==> config.mk <==
export PLATFORM = sky130hd
export DESIGN_NAME = vx_barrier_unit_flat
export DESIGN_NICKNAME = d
export VERILOG_FILES = /design/src/rtl/vx_barrier_unit_pkg.sv /design/src/rtl/vx_barrier_unit_if.sv /design/src/rtl/vx_barrier_unit_chk.sv /design/src/rtl/vx_barrier_unit_entry.sv /design/src/rtl/vx_barrier_unit.sv /design/src/flat_wrapper.sv
export SDC_FILE = /design/constraint.sdc
export NUM_CORES = 1
export LEC_CHECK = 0
export BUFFER_PORTS_ARGS = -buffer_cell sky130_fd_sc_hd__buf_2
export CAP_MARGIN = 10
export CORE_MARGIN = 3
export CORE_UTILIZATION = 45
export CTS_BUF_LIST = sky130_fd_sc_hd__clkbuf_8
export DETAILED_ROUTE_END_ITERATION = 10
export PLACE_DENSITY = 0.65
export SETUP_SLACK_MARGIN = 0.1
export SYNTH_ARGS = -nofsm -noshare
export SYNTH_HDL_FRONTEND = slang
export SYNTH_HIERARCHICAL = 1
export SYNTH_SLANG_ARGS = --single-unit
==> constraint.sdc <==
create_clock -name clk -period 3.4 [get_ports clk]
set_input_delay 0.34 -clock clk [delete_from_list [all_inputs] [get_ports clk]]
set_output_delay 0.34 -clock clk [all_outputs]
set_load 0.03 [all_outputs]
==> src/rtl/vx_barrier_unit_pkg.sv <==
// Shared types and sizing for the barrier unit: request/release records and
// the one-hot warp helper used by both the entries and the top level.
package vx_barrier_unit_pkg;

  localparam int NUM_WARPS    = 4;
  localparam int NUM_BARRIERS = 4;
  localparam int NW_BITS      = (NUM_WARPS > 1) ? $clog2(NUM_WARPS) : 1;
  localparam int NB_BITS      = (NUM_BARRIERS > 1) ? $clog2(NUM_BARRIERS) : 1;

  typedef struct packed {
    logic               valid;
    logic [NW_BITS-1:0] wid;
    logic [NB_BITS-1:0] id;
    logic [NW_BITS-1:0] size_m1;
  } barrier_req_t;

  typedef struct packed {
    logic                 valid;
    logic [NB_BITS-1:0]   id;
    logic [NUM_WARPS-1:0] wmask;
  } barrier_rel_t;

  function automatic logic [NUM_WARPS-1:0] wid_onehot(input logic [NW_BITS-1:0] wid);
    logic [NUM_WARPS-1:0] v;
    v      = '0;
    v[wid] = 1'b1;
    return v;
  endfunction

endpackage

==> src/rtl/vx_barrier_unit_if.sv <==
// Warp-control barrier request in, scheduler-facing stall/release state out.
interface vx_barrier_unit_if;
  import vx_barrier_unit_pkg::*;

  logic                 req_valid;
  logic [NW_BITS-1:0]   req_wid;
  logic [NB_BITS-1:0]   req_id;
  logic [NW_BITS-1:0]   req_size_m1;
  logic [NUM_WARPS-1:0] stalled_wmask;
  logic                 release_valid;
  logic [NB_BITS-1:0]   release_id;
  logic [NUM_WARPS-1:0] release_wmask;
  logic [31:0]          perf_releases;

  modport master (
    output req_valid, req_wid, req_id, req_size_m1,
    input  stalled_wmask, release_valid, release_id, release_wmask, perf_releases
  );

  modport slave (
    input  req_valid, req_wid, req_id, req_size_m1,
    output stalled_wmask, release_valid, release_id, release_wmask, perf_releases
  );

endinterface

==> src/rtl/vx_barrier_unit_chk.sv <==
// Simulation-only protocol observations; these log and do not stop simulation,
// since a dropped duplicate is a defined (if unexpected) behaviour.
module vx_barrier_unit_chk
  import vx_barrier_unit_pkg::*;
(
  input logic                 clk,
  input logic                 reset,
  input logic                 i_req_valid,
  input logic [NW_BITS-1:0]   i_req_wid,
  input logic [NUM_WARPS-1:0] i_stalled_wmask,
  input logic                 i_dup
);

  a_no_duplicate: assert property (@(posedge clk) disable iff (reset) !i_dup)
    else $info("vx_barrier_unit: duplicate arrival of warp %0d dropped", i_req_wid);

  a_arriver_not_stalled: assert property (@(posedge clk) disable iff (reset)
    i_req_valid |-> !i_stalled_wmask[i_req_wid])
    else $info("vx_barrier_unit: request from stalled warp %0d", i_req_wid);

endmodule

==> src/rtl/vx_barrier_unit_entry.sv <==
// One barrier ID: waiting-warp mask plus arrival count. Decides, for the
// request aimed at it, whether the arriver waits, completes the barrier, or is a duplicate.
module vx_barrier_unit_entry
  import vx_barrier_unit_pkg::*;
(
  input  logic                 clk,
  input  logic                 reset,
  input  logic                 i_arrive,
  input  logic [NW_BITS-1:0]   i_wid,
  input  logic [NW_BITS-1:0]   i_size_m1,
  output logic [NUM_WARPS-1:0] o_rel_wmask,
  output logic                 o_fire,
  output logic                 o_wait,
  output logic                 o_dup
);

  logic [NUM_WARPS-1:0] r_wait_mask;
  logic [NW_BITS-1:0]   r_arrive_cnt;
  logic [NUM_WARPS-1:0] w_onehot;

  assign w_onehot    = wid_onehot(i_wid);
  assign o_dup       = i_arrive & (|(r_wait_mask & w_onehot));
  // The count is compared against this request's own size, not a stored one.
  assign o_fire      = i_arrive & ~o_dup & (r_arrive_cnt == i_size_m1);
  assign o_wait      = i_arrive & ~o_dup & ~o_fire;
  assign o_rel_wmask = r_wait_mask | w_onehot;

  // Mask/count update: clear on completion, accumulate on a waiting arrival.
  always_ff @(posedge clk) begin
    if (reset) begin
      r_wait_mask  <= '0;
      r_arrive_cnt <= '0;
    end else if (o_fire) begin
      r_wait_mask  <= '0;
      r_arrive_cnt <= '0;
    end else if (o_wait) begin
      r_wait_mask  <= r_wait_mask | w_onehot;
      r_arrive_cnt <= r_arrive_cnt + NW_BITS'(1);
    end else begin
      r_wait_mask  <= r_wait_mask;
      r_arrive_cnt <= r_arrive_cnt;
    end
  end

endmodule

==> src/rtl/vx_barrier_unit.sv <==
// Barrier unit top: routes each request to its barrier entry, keeps the
// aggregate stall mask incrementally, and registers the release pulse.
module vx_barrier_unit
  import vx_barrier_unit_pkg::*;
(
  input logic              clk,
  input logic              reset,
  vx_barrier_unit_if.slave bar_if
);

  barrier_req_t         w_req;
  barrier_rel_t         w_rel_next;
  barrier_rel_t         r_rel;
  logic [NUM_WARPS-1:0] r_stalled_wmask;
  logic [31:0]          r_perf_releases;

  logic [NUM_BARRIERS-1:0] w_fire_vec;
  logic [NUM_BARRIERS-1:0] w_wait_vec;
  logic [NUM_BARRIERS-1:0] w_dup_vec;
  logic [NUM_WARPS-1:0]    w_rel_wmask_arr [NUM_BARRIERS];
  logic [NUM_WARPS-1:0]    w_sel_rel_wmask;
  logic                    w_fire;
  logic                    w_wait;

  assign w_req.valid   = bar_if.req_valid;
  assign w_req.wid     = bar_if.req_wid;
  assign w_req.id      = bar_if.req_id;
  assign w_req.size_m1 = bar_if.req_size_m1;

  for (genvar g = 0; g < NUM_BARRIERS; g++) begin : g_entry
    vx_barrier_unit_entry u_entry (
      .clk         (clk),
      .reset       (reset),
      .i_arrive    (w_req.valid && (w_req.id == NB_BITS'(g))),
      .i_wid       (w_req.wid),
      .i_size_m1   (w_req.size_m1),
      .o_rel_wmask (w_rel_wmask_arr[g]),
      .o_fire      (w_fire_vec[g]),
      .o_wait      (w_wait_vec[g]),
      .o_dup       (w_dup_vec[g])
    );
  end

  // Only the addressed entry can fire or wait, so a plain OR and ID mux suffice.
  assign w_fire          = |w_fire_vec;
  assign w_wait          = |w_wait_vec;
  assign w_sel_rel_wmask = w_rel_wmask_arr[w_req.id];

  // Next release record; zeroed whenever no barrier completes this cycle.
  always_comb begin
    w_rel_next = '0;
    if (w_fire) begin
      w_rel_next.valid = 1'b1;
      w_rel_next.id    = w_req.id;
      w_rel_next.wmask = w_sel_rel_wmask;
    end else begin
      w_rel_next = '0;
    end
  end

  // Registered outputs: release pulse, incremental stall mask, completion counter.
  always_ff @(posedge clk) begin
    if (reset) begin
      r_rel           <= '0;
      r_stalled_wmask <= '0;
      r_perf_releases <= 32'd0;
    end else begin
      r_rel <= w_rel_next;
      if (w_wait) begin
        r_stalled_wmask <= r_stalled_wmask | wid_onehot(w_req.wid);
      end else if (w_fire) begin
        r_stalled_wmask <= r_stalled_wmask & ~w_sel_rel_wmask;
      end else begin
        r_stalled_wmask <= r_stalled_wmask;
      end
      if (w_fire) begin
        r_perf_releases <= r_perf_releases + 32'd1;
      end else begin
        r_perf_releases <= r_perf_releases;
      end
    end
  end

  assign bar_if.stalled_wmask = r_stalled_wmask;
  assign bar_if.release_valid = r_rel.valid;
  assign bar_if.release_id    = r_rel.id;
  assign bar_if.release_wmask = r_rel.wmask;
  assign bar_if.perf_releases = r_perf_releases;

  vx_barrier_unit_chk u_chk (
    .clk             (clk),
    .reset           (reset),
    .i_req_valid     (w_req.valid),
    .i_req_wid       (w_req.wid),
    .i_stalled_wmask (r_stalled_wmask),
    .i_dup           (|w_dup_vec)
  );

endmodule

==> src/flat_wrapper.sv <==
// flat-port wrapper written by rule: the top's interface ports become plain ports
module vx_barrier_unit_flat import vx_barrier_unit_pkg::*;
  (clk, reset, bar_if_req_valid, bar_if_req_wid, bar_if_req_id, bar_if_req_size_m1, bar_if_stalled_wmask, bar_if_release_valid, bar_if_release_id, bar_if_release_wmask, bar_if_perf_releases);
  vx_barrier_unit_if bar_if_i ();
  input logic clk;
  input logic reset;
  input wire logic [$bits(bar_if_i.req_valid)-1:0] bar_if_req_valid;
  input wire logic [$bits(bar_if_i.req_wid)-1:0] bar_if_req_wid;
  input wire logic [$bits(bar_if_i.req_id)-1:0] bar_if_req_id;
  input wire logic [$bits(bar_if_i.req_size_m1)-1:0] bar_if_req_size_m1;
  output wire logic [$bits(bar_if_i.stalled_wmask)-1:0] bar_if_stalled_wmask;
  output wire logic [$bits(bar_if_i.release_valid)-1:0] bar_if_release_valid;
  output wire logic [$bits(bar_if_i.release_id)-1:0] bar_if_release_id;
  output wire logic [$bits(bar_if_i.release_wmask)-1:0] bar_if_release_wmask;
  output wire logic [$bits(bar_if_i.perf_releases)-1:0] bar_if_perf_releases;
  assign bar_if_i.req_valid = bar_if_req_valid;
  assign bar_if_i.req_wid = bar_if_req_wid;
  assign bar_if_i.req_id = bar_if_req_id;
  assign bar_if_i.req_size_m1 = bar_if_req_size_m1;
  assign bar_if_stalled_wmask = bar_if_i.stalled_wmask;
  assign bar_if_release_valid = bar_if_i.release_valid;
  assign bar_if_release_id = bar_if_i.release_id;
  assign bar_if_release_wmask = bar_if_i.release_wmask;
  assign bar_if_perf_releases = bar_if_i.perf_releases;
  vx_barrier_unit u_core (.clk(clk), .reset(reset), .bar_if(bar_if_i));
endmodule
==> flow_summary.ini <==
[clock_tree]
htreeDepth = 3
cts_tree = done
hold_buffers = 0
worstSkewPairLatency_ps = 340
postCtsSetupBuffers = 0
cts_buffers = 9
postCtsResizedCells = 0
clockRootBuffer = clkbuf_8
cts.clk_slew.worst_paths_ps = 70
clock-sinks = 67
cts_buffer_depth = 2

[detailed_routing]
ant_nets = 0
viasPerCell = 5.90
wl_per_cell_um = 16.7
drc = 0
route.met3.wl_um = 380
firstDrtPassIters = 4
dr_total_vias = 3253
drt-total-wl_mm = 9.22
highest_layer = met4
wl_met1_mm = 4.38
drt-initial-drc-count = 153
wl_met2_mm = 4.35

[grt]
antenna_found_initial = 0
grt-ovfl-total = 0
grt_pass1_wl_mm = 15.0
grt_max_degree = 51
grt_usage_pct = 20.9
grt_pass1_vias = 3073

[layout]
mostFrequentLayoutCells = dfxtp_1, buf_2, a21oi_1, nand2_1, nor2_1
final_common_cell = dfxtp_1
syn_to_final_growth_pct = 14.0
final_nets = 455
layout-drive-gt1-share_pct = 28.3
diodes = 0

[placement]
dp_hpwl_mm = 6.66
place_ws_ps = 167
port_buffers = 51
gp_congestion = 0.834

[timing]
finalSetupViolations = 0
fin_ws_ps = 498
drv_slew = 0
slew_headroom_pct = 38.3
fin_crit_sh_pct = 85.3
rsz0062_at_grt = false
period_minus_slack_ps = 2900
hold-worst-slack_ps = 397
tightestPinTransition_ps = 925
hold_viol_final = 0
max_freq_mhz = 345
finalClockSkew_ps = 6.28
setup_tns_ps = 0

[floorplanning]
die_w_um = 95.8
dieArea_mm2 = 0.00917
io_pins = 52
rows = 32
dieHeight_um = 95.8
coreArea_mm2 = 0.00777
start_util_pct = 46.7

[job]
cap_viol_max_count = 0

[synth]
synthCells = 393
netlist_area_mm2 = 0.00363
yosys_warnings = 6
avgSynthCellArea_um2 = 9.23
syn_nets = 403

[setup_path]
slowest_delay_ps = 600
cp_slowest_cell = or3_1
startpoint_type = input port
crit_type = input port to flop
endpoint_kind = flop
crit_chain = buf_2 -> mux2_4 -> o22a_4 -> nor2_2 -> nor4_2 -> or3_1 -> buf_4 -> or4_1 -> a21oi_1
critPathMaxFanout = 28
worst_ep_required_time_ps = 3660
critical_path_arrival_ps = 3160
worst-path-buf-inv = 2
crit_family = simple AND/OR/NAND/NOR gates

[power_and_ir_drop]
leakage_nw = 1.63
peakVddDrop_mv = 0.204
p_per_area_mw_per_mm2 = 388

[hold_path]
min_path_type = input port to flop

[outcome]
status = complete, no violations
==> per-stage QoR <==
step	cells	instance area (µm²)	utilization [%]	total power, W
2_1_floorplan	393	3630	-	0.000961
5_1_grt	551	4130	53.2	0.00167
3_5_place_dp	536	3960	50.9	0.00101
3_3_place_gp	536	3960	50.9	0.00100
4_1_cts	551	4130	53.2	0.00162
6_report	551	4130	53.2	0.00160
==> layout make-up <==
class / count / area [µm²]
Clock inverter: 3 / 13.8
Timing Repair Buffer: 61 / 330
Clock buffer: 12 / 165
Tap cell: 102 / 128
Inverter: 11 / 41.3
Fill cell: 751 / 3630
Sequential cell: 67 / 1340
Multi-Input combinational cell: 295 / 2110
==> path summary, 6_finish.rpt <==
kind | slack [ps] | start | endpoint | cells past startpoint
max | 500 | bar_if_req_wid[0] | u_core/bar_if.perf_releases[23] | 9
max reg2reg | 730 | u_core/g_entry[2].u_entry/r_wait_mask[3] | u_core/bar_if.perf_releases[23] | 8
min reg2reg | 500 | u_core/g_entry[2].u_entry/r_wait_mask[0] | u_core/g_entry[2].u_entry/r_wait_mask[0] | 1
min | 400 | bar_if_req_id[1] | u_core/bar_if.release_id[1] | 2
==> power breakdown <==
part / total, W / internal, W / switching, W
registers: 0.000812 / 0.000798 / 0.0000139
clock network: 0.000610 / 0.000316 / 0.000294
logic: 0.000180 / 0.0000682 / 0.000112
total: 0.00160 / 0.00118 / 0.000420
==> worst reg2reg max path, delay by kind of cell (launching register included) <==
family / cells / cell delay [ps]
multiplexers: 1 / 280
AO/OA/AOI/OAI: 2 / 450
flip-flops: 1 / 340
buffers and inverters: 1 / 260
AND/OR/NAND/NOR: 4 / 1260
==> sequential cells by signal, summed over array words and instances, names as in the netlist <==
signal / count
u_core/bar_if.perf_releases: 32
u_core/bar_if.release_id: 2
u_core/bar_if.release_valid: 1
u_core/bar_if.release_wmask: 4
u_core/bar_if.stalled_wmask: 4
u_core/g_entry.u_entry/r_arrive_cnt: 8
u_core/g_entry.u_entry/r_wait_mask: 16
==> routing by layer <==
metal	vias up	track usage (%)
met5	-	0
met4	0	5.09
met3	11	5.32
met2	76	33.5
met1	1575	28.2
li1	1591	-
(Power assumes the default switching activity.)
